**config.mk**
```make
export PLATFORM = sky130hd
export DESIGN_NAME = pc_stack_unit_flat
export DESIGN_NICKNAME = d
export VERILOG_FILES = /design/src/rtl/pc_stack_unit_if.sv /design/src/rtl/pc_stack_unit.sv /design/src/flat_wrapper.sv
export SDC_FILE = /design/constraint.sdc
export NUM_CORES = 1
export LEC_CHECK = 0
export ABC_AREA = 1
export BUFFER_PORTS_ARGS = -buffer_cell sky130_fd_sc_hd__buf_2
export CAP_MARGIN = 25
export CELL_PAD_IN_SITES_DETAIL_PLACEMENT = 0
export CELL_PAD_IN_SITES_GLOBAL_PLACEMENT = 1
export CORE_MARGIN = 8
export CORE_UTILIZATION = 47
export CTS_CLUSTER_DIAMETER = 40
export DETAILED_ROUTE_END_ITERATION = 10
export MAX_ROUTING_LAYER = met4
export PLACE_DENSITY = 0.78
export RECOVER_POWER = 50
export SKIP_CTS_REPAIR_TIMING = 1
export SYNTH_ARGS = -nofsm -noshare
export SYNTH_HDL_FRONTEND = slang
export SYNTH_SLANG_ARGS = --single-unit
```
**constraint.sdc**
```tcl
create_clock -name clock -period 5.5 [get_ports clock]
set_clock_uncertainty 0.2 [all_clocks]
set_input_delay 1.1 -clock clock [delete_from_list [all_inputs] [get_ports clock]]
set_output_delay 1.1 -clock clock [all_outputs]
set_load 0.02 [all_outputs]
```
**src/rtl/pc_stack_unit_if.sv**
```systemverilog
// Bus between the PC/return-stack unit and its consumer: mode/target inputs plus PC and stack status.
interface pc_stack_unit_if #(
  parameter int unsigned WIDTH = 64,
  parameter int unsigned DEPTH = 8
);
  localparam int unsigned CW = $clog2(DEPTH) + 1;

  logic [2:0]       PS;
  logic [WIDTH-1:0] in;
  logic             en;
  logic             clr_fault;
  logic [WIDTH-1:0] address;
  logic [WIDTH-1:0] PC4;
  logic [CW-1:0]    sp_count;
  logic             full;
  logic             empty;
  logic             ovf;
  logic             unf;

  modport master (
    output PS, in, en, clr_fault,
    input  address, PC4, sp_count, full, empty, ovf, unf
  );

  modport slave (
    input  PS, in, en, clr_fault,
    output address, PC4, sp_count, full, empty, ovf, unf
  );
endinterface

```
**src/rtl/pc_stack_unit.sv**
```systemverilog
// Program counter with relative/absolute jumps, calls and returns backed by a circular return-address stack.
module pc_stack_unit #(
  parameter int unsigned    WIDTH        = 64,
  parameter int unsigned    DEPTH        = 8,
  parameter logic [WIDTH-1:0] RESET_VECTOR = '0
) (
  input  logic            clock,
  input  logic            reset,
  pc_stack_unit_if.slave  bus
);
  localparam int unsigned AW = $clog2(DEPTH);
  localparam int unsigned CW = AW + 1;

  localparam logic [2:0] PS_HOLD     = 3'b000;
  localparam logic [2:0] PS_REG      = 3'b010;
  localparam logic [2:0] PS_REL      = 3'b011;
  localparam logic [2:0] PS_CALL_REL = 3'b100;
  localparam logic [2:0] PS_CALL_REG = 3'b101;
  localparam logic [2:0] PS_RET      = 3'b110;

  logic [WIDTH-1:0] address_q, address_d;
  logic [AW-1:0]    wp_q, wp_d, wp_prev;
  logic [CW-1:0]    cnt_q, cnt_d;
  logic             ovf_q, ovf_d, unf_q, unf_d;
  logic             push;
  logic             full, empty;
  logic [WIDTH-1:0] pc4, rel_target;
  logic [WIDTH-1:0] stack [DEPTH];

  assign pc4        = address_q + WIDTH'(4);
  assign rel_target = address_q + (bus.in << 2);
  assign wp_prev    = wp_q - AW'(1);
  assign full       = (cnt_q == CW'(DEPTH));
  assign empty      = (cnt_q == CW'(0));

  // Next-state decode; a push when full overwrites the oldest slot since wp wraps onto it.
  always_comb begin
    address_d = address_q;
    wp_d      = wp_q;
    cnt_d     = cnt_q;
    ovf_d     = ovf_q;
    unf_d     = unf_q;
    push      = 1'b0;
    if (bus.en) begin
      case (bus.PS)
        PS_HOLD:     address_d = address_q;
        PS_REG:      address_d = bus.in;
        PS_REL:      address_d = rel_target;
        PS_CALL_REL: begin
          push      = 1'b1;
          address_d = rel_target;
        end
        PS_CALL_REG: begin
          push      = 1'b1;
          address_d = bus.in;
        end
        PS_RET: begin
          if (empty) begin
            address_d = pc4;
            unf_d     = 1'b1;
          end else begin
            address_d = stack[wp_prev];
            wp_d      = wp_prev;
            cnt_d     = cnt_q - CW'(1);
          end
        end
        default:     address_d = pc4;
      endcase
      if (push) begin
        wp_d = wp_q + AW'(1);
        if (full) ovf_d = 1'b1;
        else      cnt_d = cnt_q + CW'(1);
      end
    end
    if (bus.clr_fault) begin
      ovf_d = 1'b0;
      unf_d = 1'b0;
    end
  end

  always_ff @(posedge clock or negedge reset) begin
    if (!reset) begin
      address_q <= RESET_VECTOR;
      wp_q      <= '0;
      cnt_q     <= '0;
      ovf_q     <= 1'b0;
      unf_q     <= 1'b0;
    end else begin
      address_q <= address_d;
      wp_q      <= wp_d;
      cnt_q     <= cnt_d;
      ovf_q     <= ovf_d;
      unf_q     <= unf_d;
    end
  end

  // Stack storage carries no reset; writes are suppressed while reset is held.
  always_ff @(posedge clock) begin
    if (push && reset) stack[wp_q] <= pc4;
  end

  assign bus.address  = address_q;
  assign bus.PC4      = pc4;
  assign bus.sp_count = cnt_q;
  assign bus.full     = full;
  assign bus.empty    = empty;
  assign bus.ovf      = ovf_q;
  assign bus.unf      = unf_q;
endmodule

```
**src/flat_wrapper.sv**
```systemverilog
// flat-port wrapper written by rule: the top's interface ports become plain ports
module pc_stack_unit_flat 
#(
  parameter int unsigned    WIDTH        = 64,
  parameter int unsigned    DEPTH        = 8,
  parameter logic [WIDTH-1:0] RESET_VECTOR = '0
)
  (clock, reset, bus_PS, bus_in, bus_en, bus_clr_fault, bus_address, bus_PC4, bus_sp_count, bus_full, bus_empty, bus_ovf, bus_unf);
  pc_stack_unit_if #(.WIDTH(WIDTH), .DEPTH(DEPTH)) bus_i ();
  input  logic clock;
  input  logic reset;
  input wire logic [$bits(bus_i.PS)-1:0] bus_PS;
  input wire logic [$bits(bus_i.in)-1:0] bus_in;
  input wire logic [$bits(bus_i.en)-1:0] bus_en;
  input wire logic [$bits(bus_i.clr_fault)-1:0] bus_clr_fault;
  output wire logic [$bits(bus_i.address)-1:0] bus_address;
  output wire logic [$bits(bus_i.PC4)-1:0] bus_PC4;
  output wire logic [$bits(bus_i.sp_count)-1:0] bus_sp_count;
  output wire logic [$bits(bus_i.full)-1:0] bus_full;
  output wire logic [$bits(bus_i.empty)-1:0] bus_empty;
  output wire logic [$bits(bus_i.ovf)-1:0] bus_ovf;
  output wire logic [$bits(bus_i.unf)-1:0] bus_unf;
  assign bus_i.PS = bus_PS;
  assign bus_i.in = bus_in;
  assign bus_i.en = bus_en;
  assign bus_i.clr_fault = bus_clr_fault;
  assign bus_address = bus_i.address;
  assign bus_PC4 = bus_i.PC4;
  assign bus_sp_count = bus_i.sp_count;
  assign bus_full = bus_i.full;
  assign bus_empty = bus_i.empty;
  assign bus_ovf = bus_i.ovf;
  assign bus_unf = bus_i.unf;
  pc_stack_unit #(.WIDTH(WIDTH), .DEPTH(DEPTH), .RESET_VECTOR(RESET_VECTOR)) u_core (.clock(clock), .reset(reset), .bus(bus_i));
endmodule
```
==> flow_results.org <==
** Layout
- Post-layout net count :: 3,998
- The area growth from synthesis to layout is 13.25%.
- Of the cells placed in the final design, the portion with a size suffix greater than 1 is 0.08640.
- Commonest non-fill, non-tap cell in the layout :: sky130_fd_sc_hd__nand2_1
- Leaving out fill and tap cells, the most frequent cells in the layout are sky130_fd_sc_hd__nand2_1, sky130_fd_sc_hd__edfxtp_1, sky130_fd_sc_hd__inv_1, sky130_fd_sc_hd__nor2_1, sky130_fd_sc_hd__nand3_1.
- Fill cell count :: 6,365
- 0 antenna diodes ended up in the layout.

** Clocking
- In this run the number of H-tree levels came out at 3.
- Root Buffer Master :: sky130_fd_sc_hd__clkbuf_16
- TritonCTS built the clock tree.
- At the later pin of the worst-skew pair, clock insertion delay measures 0.61 ns.
- Reg clk slew, reported paths :: 0.06 ns
- Clock tree synthesis found a total of 585 sinks.
- Clock buffer count from CTS :: 72
- Clk buf depth :: 3

** Power and ir drop
- Total power divided by cell area :: 551.9 nW/um^2
- The analysis attributes to cell leakage a power of 14.96 nW.
- The design draws 0.01999 W.
- VDD sags by at most 0.5397 mV.

** Die
- Total Die Area :: 76,640 um^2
- Initial cell density of the core :: 0.4753
- In this run the horizontal extent of the chip is 276.8 um.
- 207 I/O pins were placed.
- Placeable core region :: 67,280 um^2
- The die is 276.8 um tall.
- Row generation in the floorplan step produced 95 rows.

** STA
- Number of slew-limit violations in the final report :: 47
- At the pin with the least slew margin, the transition time is 2.095 ns.
- The final number of hold-violating endpoints came to 0.
- Worst slew slack as a fraction of its limit :: -0.4018
- Setup repair after global routing missed its margin :: false
- The worst path in the final design needs a cycle of 5.049 ns, including I/O delays and setup.
- Static timing analysis puts the maximum clock frequency at 0.1980 GHz.
- Setup TNS after final layout :: 0 ns
- Post-route clock period utilization :: 0.9181
- Setup violation total in the final timing report :: 0

** Worst setup path
- Endpoint type of the worst setup path :: output port
- Most used cell, CP :: sky130_fd_sc_hd__nor2_1
- Biggest cell delay along the critical path :: 0.88 ns
- Walking the worst path, the cells encountered are nand3_1, nor2_1, nand2_1, nor2_1, xor2_1, buf_2.
- Top Family by Delay on Critical Path :: simple AND/OR/NAND/NOR gates
- Arrival time worst endpoint :: 3.75 ns
- Counting both buffers and inverters, the worst setup path holds a total of 1.
- In this run the critical register-to-register path is launched from u_core.bus.sp_count[0].
- CP startpoint :: u_core.bus.address[4]
- Critical Path Start Type :: register
- The slowest stage of the critical path is the sky130_fd_sc_hd__xor2_1 cell.
- The critical path is of the reg2out type.
- Of all nets on the critical path, the largest fanout is 10.
- At the worst endpoint, the required time is 4.20 ns.

** Placement
- The count of buffers added on input and output ports is 206.
- Final HPWL from detailed placement :: 84,480 um
- GPL Wtd Cong :: 1.031

** Run
- Max-capacitance violation count :: 3

** Detailed routing
- Initial DRC Count :: 3,038
- After detailed routing, the average wire length per cell comes to 24.58 um.
- In the routed layout, each cell is associated on average with a via count of 5.665.
- Post-detailed-route DRC marker count :: 0
- In this run the remaining antenna-violating nets after routing total 0.
- Number of detailed-route iterations in the first pass :: 6
- Count of vias placed by the detailed router :: 27,105
- Final routed wirelength across all metal layers :: 117,600 um

** Global routing
- Pin count of the biggest net entering global routing :: 180
- The initial antenna violation count is 2.
- Global-route congestion overflow total :: 0
- The via count of the first global-routing pass was 26,227.
- First-pass GRT wire length :: 171,400 um
- Total routing usage reported by global routing :: 0.3056

** Synth
- Averaged over all synthesized cells, the footprint is 8.735 um^2.
- Synth Register Bits :: 585
- Of the synthesized area, sequential elements account for 0.5379.
- Cell count after synthesis :: 3,661
- Yosys printed 0 warnings.
- After synthesis the cells add up to 31,980 um^2.
- Netlist cell types :: 61
- Net count of the mapped netlist :: 3,799

** Run status
- The final reports fail on max-capacitance violations, max-slew violations.
- Outcome :: finished with violations

** Min path
- The tightest min-delay check is of the in2async type.
-- report_power, final --
group | internal, W | switching [W] | total [W]
clock | 0.00280 | 0.00196 | 0.00476
sequential | 0.00552 | 0.000560 | 0.00608
combinational | 0.00252 | 0.00662 | 0.00914
total | 0.0108 | 0.00914 | 0.0200
-- registers in the layout (all words and copies together), names as in the netlist --
register / count
u_core.bus.ovf: 1
u_core.bus.address: 64
u_core.wp_q: 3
u_core.bus.unf: 1
u_core.stack: 512
u_core.bus.sp_count: 4
-- synthesized netlist by cell type, drive strengths merged --
library cell	n	area, um^2
nand3	238	1216
fa	1	20.02
nor2	428	1689
edfxtp	512	15370
a221oi	1	8.760
a21oi	227	1155
a311oi	1	8.760
mux2i	78	780.8
nand3b	9	67.56
dfrtp	73	1827
xnor2	4	50.05
a31o	2	17.52
o2bb2ai	1	8.760
clkinv	2	8.750
a22o	3	26.28
nand4	35	219.0
o221ai	26	227.7
a32oi	4	35.03
o2111ai	2	17.52
clkbuf	55	207.7
or2	10	62.56
o22a	1	8.760
and3	2	12.51
o22ai	4	25.02
o21ai	210	1059
o21bai	15	112.6
xor2	37	331.6
o311ai	1	8.760
and2	14	87.58
a41oi	6	52.55
a32o	5	50.05
buf	72	402.9
inv	434	1629
a31oi	7	58.81
nor3	40	236.5
nor4	3	18.77
a2bb2oi	2	17.52
nand2	999	3780
ha	66	825.8
a22oi	19	142.6
a21o	2	15.01
a211oi	1	7.510
o211ai	9	67.56
-- layer usage --
layer | GRT usage | vias to the layer above | part of all wire
met1 | 0.4146 | 13118 | 0.44
met2 | 0.4646 | 1083 | 0.45
met3 | 0.04136 | 208 | 0.072
met5 | - | - | 0
li1 | - | 12696 | -
met4 | 0.1196 | 0 | 0.043
-- cell type report --
type,instances,area (um^2),share of cell area
inverter,436,1644,0.04540
clock buffer,83,1917,0.05293
tap,873,1092,0.03016
clock inverter,43,490.5,0.01354
sequential,585,17210,0.4751
timing repair buffer,252,1368,0.03776
multi-input combinational,2513,12500,0.3451
-- worst register-to-register path, cell delays in order (launching register included) --
cell,delay [ns]
sky130_fd_sc_hd__dfrtp_1,0.43
sky130_fd_sc_hd__inv_1,0.10
sky130_fd_sc_hd__ha_1,0.23
sky130_fd_sc_hd__nand2_1,0.10
sky130_fd_sc_hd__nor2_1,0.08
sky130_fd_sc_hd__nor2_1,0.39
sky130_fd_sc_hd__clkbuf_1,1.13
sky130_fd_sc_hd__inv_1,0.70
sky130_fd_sc_hd__nor2_1,0.26
sky130_fd_sc_hd__o21ai_0,0.33
sky130_fd_sc_hd__nand3_1,0.18
sky130_fd_sc_hd__nor2_1,0.06
sky130_fd_sc_hd__a22oi_1,0.15
-- metrics by stage --
step / setup slack, ns / cell area [um^2] / std cells / hold WS, ns / util
after CTS: 0.8609 / 36450 / 4783 / 0.09518 / 0.5417
after floorplan: 0.4467 / 31980 / 3661 / 0.3963 / -
after global routing: 0.3085 / 36210 / 4785 / 0.3292 / 0.5383
after global placement: 1.509 / 34040 / 4657 / 0.2989 / 0.5059
final: 0.4505 / 36210 / 4785 / 0.3136 / 0.5383
after detailed placement: 1.532 / 34040 / 4657 / 0.3040 / 0.5059
-- cell families (layout without fill, tap and decap cells) --
kind of cell | count (synthesis) | after routing | synth area share
buffers and inverters | 563 | 814 | 0.07031
AND/OR/NAND/NOR | 1778 | 1778 | 0.2311
multiplexers | 78 | 78 | 0.02442
flip-flops | 585 | 585 | 0.5379
adder cells (fa/ha/maj) | 67 | 67 | 0.02645
AO/OA/AOI/OAI | 549 | 549 | 0.09790
XOR/XNOR | 41 | 41 | 0.01193
-- final timing paths --
check                                         end  slack [ns]  cells past startpoint
min in group clock                 u_core.bus.ovf        0.32                      2
max in group asynchronous  u_core.bus.address[46]        3.29                      3
max reg2reg                u_core.bus.address[33]        1.08                     12
min reg2reg                        u_core.bus.ovf        0.32                      2
max                                   bus_PC4[11]        0.45                      6
min                        u_core.bus.sp_count[2]        0.31                      1
Note: power is estimated with default switching activity, not from simulation.
